<file path="config.mk">
export PLATFORM = sky130hd
export DESIGN_NAME = fifo_wr_arbiter
export DESIGN_NICKNAME = d
export VERILOG_FILES = /design/src/rtl/fifo_wr_arbiter.sv
export SDC_FILE = /design/constraint.sdc
export NUM_CORES = 1
export LEC_CHECK = 0
export CAP_MARGIN = 20
export CORE_AREA = 2 2 57 54
export DETAILED_ROUTE_END_ITERATION = 7
export DIE_AREA = 0 0 59 56
export HOLD_SLACK_MARGIN = 0.02
export PLACE_DENSITY = 0.86
export SYNTH_ARGS = -nofsm -noshare
export SYNTH_HDL_FRONTEND = slang
export SYNTH_SLANG_ARGS = --single-unit
export TNS_END_PERCENT = 10
</file>
<file path="constraint.sdc">
create_clock -name i_clk -period 2 [get_ports i_clk]
set_clock_uncertainty 0.05 [all_clocks]
set_input_delay 0.2 -clock i_clk [delete_from_list [all_inputs] [get_ports i_clk]]
set_output_delay 0.2 -clock i_clk [all_outputs]
set_load 0.02 [all_outputs]
</file>
<file path="src/rtl/fifo_wr_arbiter.sv">
// Round-robin arbiter that grants one requester at a time a burst of up to
// G_MAX_BURST beats into a single FIFO write port, stalling while the FIFO is full.
module fifo_wr_arbiter #(
  parameter int G_WIDTH     = 8,
  parameter int G_NUM_REQ   = 4,
  parameter int G_MAX_BURST = 4
) (
  input  logic                           i_clk,
  input  logic                           i_rst,
  input  logic [G_NUM_REQ-1:0]           i_req_valid,
  input  logic [G_NUM_REQ*G_WIDTH-1:0]   i_req_data,
  output logic [G_NUM_REQ-1:0]           o_req_ready,
  output logic [G_NUM_REQ-1:0]           o_grant,
  output logic                           o_busy,
  output logic                           o_fifo_wr,
  output logic [G_WIDTH-1:0]             o_fifo_data,
  input  logic                           i_fifo_full
);

  localparam int IDX_W = $clog2(G_NUM_REQ);
  localparam int CNT_W = $clog2(G_MAX_BURST + 1);
  localparam logic [CNT_W-1:0] MAX_CNT  = CNT_W'(G_MAX_BURST);
  localparam logic [IDX_W-1:0] LAST_IDX = IDX_W'(G_NUM_REQ - 1);
  localparam logic [G_NUM_REQ-1:0] ONE_HOT0 = G_NUM_REQ'(1);

  typedef enum logic {
    ST_IDLE,
    ST_BURST
  } state_t;

  state_t                 state_q;
  logic [IDX_W-1:0]       rr_ptr_q;
  logic [IDX_W-1:0]       gidx_q;
  logic [CNT_W-1:0]       beat_cnt_q;
  logic [G_NUM_REQ-1:0]   grant_q;

  logic [IDX_W-1:0]       rr_ptr_d;
  logic [CNT_W-1:0]       beat_cnt_d;
  logic [IDX_W-1:0]       sel_idx;
  logic                   sel_found;
  logic                   in_burst;
  logic                   xfer;
  logic                   burst_end;

  // NOTE: every always_comb output gets a default first so no latch is inferred.
  // The loop runs from the farthest offset down, so the nearest valid requester
  // after rr_ptr_q is the last (winning) assignment.
  always_comb begin
    sel_found = 1'b0;
    sel_idx   = '0;
    for (int i = G_NUM_REQ - 1; i >= 0; i--) begin
      if (i_req_valid[(int'(rr_ptr_q) + i) % G_NUM_REQ]) begin
        sel_found = 1'b1;
        sel_idx   = IDX_W'((int'(rr_ptr_q) + i) % G_NUM_REQ);
      end
    end
  end

  // Reset masks the strobes combinationally so a partial burst writes nothing
  // more even in the cycle the synchronous reset is being applied.
  assign in_burst  = (state_q == ST_BURST);
  assign xfer      = in_burst && i_req_valid[gidx_q] && !i_fifo_full && !i_rst;
  assign beat_cnt_d = beat_cnt_q + 1'b1;
  assign rr_ptr_d  = (gidx_q == LAST_IDX) ? '0 : gidx_q + 1'b1;
  assign burst_end = !i_req_valid[gidx_q] || (xfer && (beat_cnt_d == MAX_CNT));

  assign o_busy      = in_burst;
  assign o_grant     = grant_q;
  assign o_fifo_wr   = xfer;
  assign o_req_ready = xfer ? grant_q : '0;
  assign o_fifo_data = (in_burst && !i_rst) ? i_req_data[int'(gidx_q) * G_WIDTH +: G_WIDTH]
                                            : '0;

  // NOTE: sequential state uses non-blocking assignments only.
  always_ff @(posedge i_clk) begin
    if (i_rst) begin
      state_q    <= ST_IDLE;
      rr_ptr_q   <= '0;
      gidx_q     <= '0;
      beat_cnt_q <= '0;
      grant_q    <= '0;
    end else begin
      case (state_q)
        ST_IDLE: begin
          if (sel_found && !i_fifo_full) begin
            state_q    <= ST_BURST;
            gidx_q     <= sel_idx;
            grant_q    <= ONE_HOT0 << sel_idx;
            beat_cnt_q <= '0;
          end
        end
        ST_BURST: begin
          if (xfer) begin
            beat_cnt_q <= beat_cnt_d;
          end
          if (burst_end) begin
            state_q  <= ST_IDLE;
            grant_q  <= '0;
            rr_ptr_q <= rr_ptr_d;
          end
        end
      endcase
    end
  end

endmodule

</file>
==> flow_summary_export.csv, run 1 <==
group,metric,value,unit
logic_synthesis,synthCells,100,
floorplan,start_util,0.3682,
critical_path,worstSetupStartpointType,"flop",
global_route,antenna_found_initial,0,
timing,timing.slew.headroom,0.7435,
clock_tree,clkSinkCount,12,
timing,rsz0062_at_grt,"false",
critical_path,crit_chain,"mux4_2, nor3b_4, dlygate4sd2_1",
global_route,grt_max_degree,14,
finish,fin_nets,212,
logic_synthesis,avgSynthCellArea,9.784,µm²
logic_synthesis,yosysUniqueCellTypes,37,
logic_synthesis,post-synth-top-count-cell,"dfxtp_1",
critical_path,critPathArrivalTime,1710,ps
logic_synthesis,ys_seq_area_frac,0.2455,
clock_tree,cts_buffers,3,
floorplan,core,2658,µm²
route,drt_iter0_markers,30,
run_status,status,"finished clean",
power,clockPowerShare,0.215,
finish,drive_gt1_frac,0.2679,
critical_path,slowest_stage,"mux4_2",
power,p_per_area,412.2,nW/µm²
global_route,grt.overflow.total,0,
finish,antenna_cells,0,
floorplan,dieArea,3304,µm²
route,drt-wirelength-per-cell,15.41,µm
critical_path,path_class,"flop to output pin",
logic_synthesis,synth_flop_cell,"dfxtp_1",
logic_synthesis,yosysWarnings,0,
global_route,grt_pass1_wl,4.685,mm
clock_tree,cts-root-buf,"clkbuf_4",
critical_path,critPathBufInv,1,
logic_synthesis,yosys.area.top_type,"dfxtp_1",
critical_path,critPathCaptureType,"output pin",
logic_synthesis,syn-cell-area,978.4,µm²
route,first_pass_iters,4,
floorplan,rows,18,
clock_tree,htreeDepth,1,
timing,slew_violations,0,
timing,worstMarginPinSlew,379.7,ps
route,vias_per_cell,5.500,
finish,finish.utilization,0.6172,
critical_path,path_max_fanout,6,
logic_synthesis,synth_area_leaders,"dfxtp_1 (25%), mux4_2 (18%), nor2b_1 (7.0%)",
logic_synthesis,syn_nets,142,
route,routed_wl,3.052,mm
placed_design,dp_hpwl,2.450,mm
route,post-route-drc-count,0,
power,p_leak,0.0006281,µW
placed_design,pre_cts_slack,-343.7,ps
logic_synthesis,synth_seq_cells,12,
clock_tree,cts.path.max_buffers,2,
power,ir_drop,0.3077,mV
logic_synthesis,yosys.area.top_type_share,0.2455,
timing,setup-violations-final,0,
timing,hold_viol_final,0,
route,vias,1089,
critical_path,slowest_delay,540,ps
power,p_switching,189.0,µW
power,p_sw_frac,0.2795,
finish,syn_to_final_growth,67.65,%
timing,post-route-period-util,0.9809,
logic_synthesis,synth_edf_count,0,
power,seqPwrFrac,0.383,
placed_design,numPortBuffers,56,
floorplan,die_x,59,µm
logic_synthesis,async_reset_ff_frac,0,
global_route,grt_pass1_vias,1082,
placed_design,gp_congestion,0.7859,
critical_path,required,1750,ps
power,p_total,676.1,µW
global_route,grtUsageTotal,0.1816,
clock_tree,clock_latency,270,ps
worst_hold_path,hold_path.class,"flop to flop",
critical_path,path_delay_family,"multiplexers",
timing,fmax,509.8,MHz
floorplan,ioPinCount,57,
logic_synthesis,synthTopCellsByCount,"dfxtp_1 (12), nor2b_1 (11), mux4_2 (8)",
clock_tree,postCtsHoldBufs,0,
floorplan,die_h,56,µm
clock_tree,path_clk_slew,70,ps
clock_tree,cts_tree,"built",
route,ant_nets,0,
power,internal-power,487.1,µW
timing,min_period,1962,ps
timing,worst_slack,38.30,ps
flow_run,max_cap_viol_count,0,
power,p_comb_frac,0.401,
path summary, 6_finish.rpt:
kind | startpoint | end | slack [ps] | cells after the start
worst max-delay path | gidx_q[0] | o_fifo_wr | 40 | 3
worst min-delay path | beat_cnt_q[2] | beat_cnt_q[2] | 420 | 2
worst max register to register | gidx_q[0] | beat_cnt_q[2] | 300 | 4
worst min register to register | beat_cnt_q[2] | beat_cnt_q[2] | 420 | 2
repair_timing:
item / in CTS / in global routing
endpoints found under the setup margin: 13 / 8
gates resized for setup: 35 / 13
setup buffers: 0 / 0
routing by layer:
layer,GRT usage,vias up,part of all wire
met3,0.03023,8,0.10
met4,0.06818,0,0.020
met5,0,-,0
li1,-,528,-
met1,0.2154,493,0.42
met2,0.3190,60,0.46
power groups by stage:
stage | clock network, µW | logic (µW) | registers (µW)
global placement | 0 | 264 | 263
finish | 146 | 271 | 259
global route | 162 | 291 | 261
floorplan | 0 | 115 | 272
CTS | 148 | 275 | 259
detailed placement | 0 | 272 | 264
cell families (layout without fill, tap and decap cells):
kind of cell / count (synthesis) / after routing / synth area share
and+or+nand+nor: 41 / 41 / 0.2660
AOI/OAI and AO/OA: 23 / 23 / 0.1688
muxes: 12 / 12 / 0.2442
DFF: 12 / 12 / 0.2455
buffers and inverters: 9 / 77 / 0.03707
adders and majority gates: 3 / 3 / 0.03837
through the flow:
stage          hold WS [ps]  setup TNS [ps]  instances  area (µm²)
2_1_floorplan         338.3               0        100       978.4
3_3_place_gp          409.1           -1475        195        1660
3_5_place_dp          419.9           -2010        195        1660
4_1_cts               429.2               0        198        1674
5_1_grt               464.8               0        198        1640
6_report              424.2               0        198        1640
state kept, by name (all words and copies together) (netlist names):
signal,flops
beat_cnt_q,3
gidx_q,2
o_busy,1
o_grant,4
rr_ptr_q,2
cell type report:
cell class,count,area (µm²)
fillers,232,1017
multi-input cells,79,704.4
repair buffers,70,616.8
flip-flops and latches,12,244.0
well taps,30,37.54
clock buffers,3,22.52
inverters,4,15.01
worst reg2reg max path, delay by kind of cell (launching register included):
kind                   cells  cell delay (ps)
DFF                        1              370
and+or+nand+nor            1              200
muxes                      1              540
buffers and inverters      1              160
AOI/OAI and AO/OA          1              280
placed cells by master, fill, tap and decap left out, drive strengths merged, types with 2 or more instances in the layout:
cell type and n:
buf 18, o21ai 5, clkbuf 11, a32o 4
o41ai 3, and2 4, clkdlybuf4s50 43, nor3 2
inv 4, a21oi 5, mux4 9, nand3b 2
nor4 2, nand2 3, nor2 4, nand2b 5
dfxtp 12, mux2 2, nor2b 11, ha 3
Power figures use the tool's default switching activity.
==> run 2: changes to the inputs <==
- ABC_AREA: default -> 1
- CORE_AREA: 2 2 57 54 -> 2 2 59 56
- DIE_AREA: 0 0 59 56 -> 0 0 61 58
- PLACE_DENSITY: 0.86 -> 0.85
- RECOVER_POWER: default -> 25
- TNS_END_PERCENT: 10 -> 30
==> flow_summary_export.csv, run 2 <==
group,metric,value,unit
run_status,status,"finished clean",
logic_synthesis,synthTopCellsByCount,"nand2_1 (41), nor2_1 (40), o21ai_0 (24), a21oi_1 (21), inv_1 (20)",
logic_synthesis,synth_flop_cell,"dfxtp_1",
clock_tree,post_cts.repair.setup_buffers,0,
finish,final_common_cell,"nand2_1",
logic_synthesis,syn-cell-area,1096,µm²
timing,hold_viol_final,0,
finish,mostFrequentLayoutCells,"nand2_1 (41), nor2_1 (40), clkdlybuf4s50_1 (39)",
finish,antenna_cells,0,
route,ant_nets,0,
flow_run,max_cap_viol_count,0,
global_route,grt_pass1_wl,5.319,mm
timing,worstMarginPinSlew,248.8,ps
critical_path,critPathCaptureType,"output pin",
timing,timing.slew.headroom,0.8340,
placed_design,pre_cts_slack,-241.6,ps
power,p_leak,0.0008638,µW
timing,post-route-period-util,0.9220,
logic_synthesis,synth_seq_cells,12,
placed_design,dp_hpwl,2.565,mm
worst_hold_path,hold_path.class,"flop to flop",
finish,fin_cells,303,
critical_path,path_max_fanout,5,
finish,ff_latch_area,244.0,µm²
route,first_pass_iters,4,
timing,min_period,1844,ps
worst_hold_path,hold_depth,2,
global_route,grt_max_degree,17,
finish,multi_input_area,729.5,µm²
logic_synthesis,avgSynthCellArea,5.621,µm²
critical_path,cp-startpoint,"i_req_valid[2]",
critical_path,worstSetupStartpointType,"input port",
critical_path,critPathBufInv,4,
logic_synthesis,post-synth-top-count-cell,"nand2_1",
logic_synthesis,ys_seq_area_frac,0.2192,
clock_tree,clock_latency,270,ps
floorplan,ioPinCount,57,
finish,nFillCells,282,
global_route,grt.overflow.total,0,
logic_synthesis,synth_area_leaders,"dfxtp_1 (22%), nand2_1 (14%), nor2_1 (14%)",
logic_synthesis,synthCells,195,
clock_tree,path_clk_slew,70,ps
timing,worst_slack,156.0,ps
critical_path,required,1750,ps
route,drt_iter0_markers,35,
clock_tree,cts.path.max_buffers,2,
floorplan,rows,19,
power,p_total,1012,µW
critical_path,ff2ff_path_depth,12,
logic_synthesis,yosysUniqueCellTypes,26,
floorplan,die_h,58,µm
logic_synthesis,yosys.area.top_type,"dfxtp_1",
critical_path,r2r_slack,280,ps
critical_path,path_delay_family,"buffers and inverters",
clock_tree,htreeDepth,1,
critical_path,r2r_start,"rr_ptr_q[0]",
logic_synthesis,yosysWarnings,0,
critical_path,slowest_delay,480,ps
floorplan,die_x,61,µm
clock_tree,postCtsHoldBufs,0,
clock_tree,cts_tree,"built",
route,drt-wirelength-per-cell,9.960,µm
placed_design,dp.cells,300,
placed_design,numPortBuffers,56,
worst_hold_path,hp-start,"beat_cnt_q[2]",
placed_design,gp_congestion,0.8063,
finish,syn_to_final_growth,62.56,%
critical_path,path_depth,8,
power,p_per_area,568.0,nW/µm²
logic_synthesis,yosys.area.top_type_share,0.2192,
finish,drive_gt1_frac,0.1226,
route,post-route-drc-count,0,
finish,largest_reg_flops,4,
route,routed_wl,3.018,mm
floorplan,start_util,0.3748,
critical_path,slowest_stage,"clkdlybuf4s50_1",
logic_synthesis,syn_nets,237,
route,vias_per_cell,4.673,
critical_path,crit_chain,"clkdlybuf4s50_1, inv_1, o21ai_1, nand2_1, nor2_4, inv_2, nor2_1, clkdlybuf4s15_1",
timing,slew_violations,0,
timing,fmax,542.3,MHz
floorplan,dieArea,3538,µm²
timing,setup_tns,0,ps
logic_synthesis,async_reset_ff_frac,0,
global_route,grtUsageTotal,0.1916,
timing,setup-violations-final,0,
global_route,grt_pass1_vias,1320,
power,ir_drop,0.2670,mV
clock_tree,cts-root-buf,"clkbuf_4",
timing,rsz0062_at_grt,"false",
finish,fin_nets,305,
clock_tree,cts_buffers,3,
critical_path,path_class,"input port to output pin",
clock_tree,clkSinkCount,12,
route,vias,1416,
critical_path,critPathArrivalTime,1590,ps
global_route,antenna_found_initial,0,
floorplan,core,2924,µm²
logic_synthesis,synth_edf_count,0,
==> run 2: cell types whose count changed in the layout (fill, tap and decap cells not counted), moves of 5 or more <==
| cell | before | now |
|---|---|---|
| a21oi_1 | 5 | 21 |
| o21ai_0 | 5 | 23 |
| nand2b_1 | 5 | 0 |
| nor2_1 | 4 | 40 |
| nand3_1 | 1 | 7 |
| nand2_1 | 3 | 41 |
| inv_1 | 4 | 20 |
| clkbuf_2 | 8 | 3 |
| mux4_2 | 9 | 0 |
| dlygate4sd2_1 | 1 | 7 |
| nor2b_1 | 11 | 0 |
==> run 2: final timing paths <==
path	to
worst max-delay path	o_req_ready[0]
worst min-delay path	beat_cnt_q[2]
worst max register to register	o_grant[2]
worst min register to register	beat_cnt_q[2]
==> run 2: logic make-up (layout without fill, tap and decap cells) <==
group | count (synthesis) | in the layout | share of synthesized area
AND/OR/NAND/NOR | 101 | 101 | 0.4007
AO/OA/AOI/OAI | 49 | 49 | 0.2306
buffers and inverters | 30 | 96 | 0.1153
flip-flops | 12 | 12 | 0.2192
adder cells (fa/ha/maj) | 3 | 3 | 0.03425
==> run 2: worst reg2reg max path, stage by stage (launching register included) <==
cell     delay (ps)
dfxtp_1         360
inv_1           230
nand2_1         110
and2_1          170
nand2_1          90
nand2_1          60
inv_1            50
nand2_1          60
inv_1            50
nand2_1          80
nand2_1         150
nand3_1         100
a21oi_1         130
==> run 2: timing repair <==
item	4_1_cts	5_1_grt
gates resized for setup	12	12
pin swaps	0	0
endpoints found under the setup margin	13	8
hold endpoints to repair	0	0
cloned	0	0
==> run 2: area by class of cell <==
type | instances | area share
Multi-Input combinational cell | 153 | 0.4094
Timing Repair Buffer | 69 | 0.3588
Sequential cell | 12 | 0.1369
Inverter | 24 | 0.05267
Tap cell | 42 | 0.02949
Clock buffer | 3 | 0.01264
==> run 2: per-stage QoR <==
step	hold slack (ps)	instance area (µm²)	util
after floorplan	382.1	1096	-
after global placement	400.1	1770	0.6055
after detailed placement	399.5	1770	0.6055
after CTS	410.4	1780	0.6089
after global routing	426.5	1782	0.6093
final	412.0	1782	0.6093
==> run 2: per-layer routing <==
metal	up-vias	track usage	part of all wire
met2	49	0.3502	0.51
met4	0	0.04348	0.014
li1	755	-	-
met1	606	0.2167	0.40
met3	6	0.05357	0.073
met5	-	0	0
==> run 2: power breakdown <==
part | internal [µW] | total, µW | switching, µW
clock | 69.6 | 144 | 74.4
sequential | 269 | 299 | 29.9
combinational | 254 | 569 | 315
total | 593 | 1010 | 420
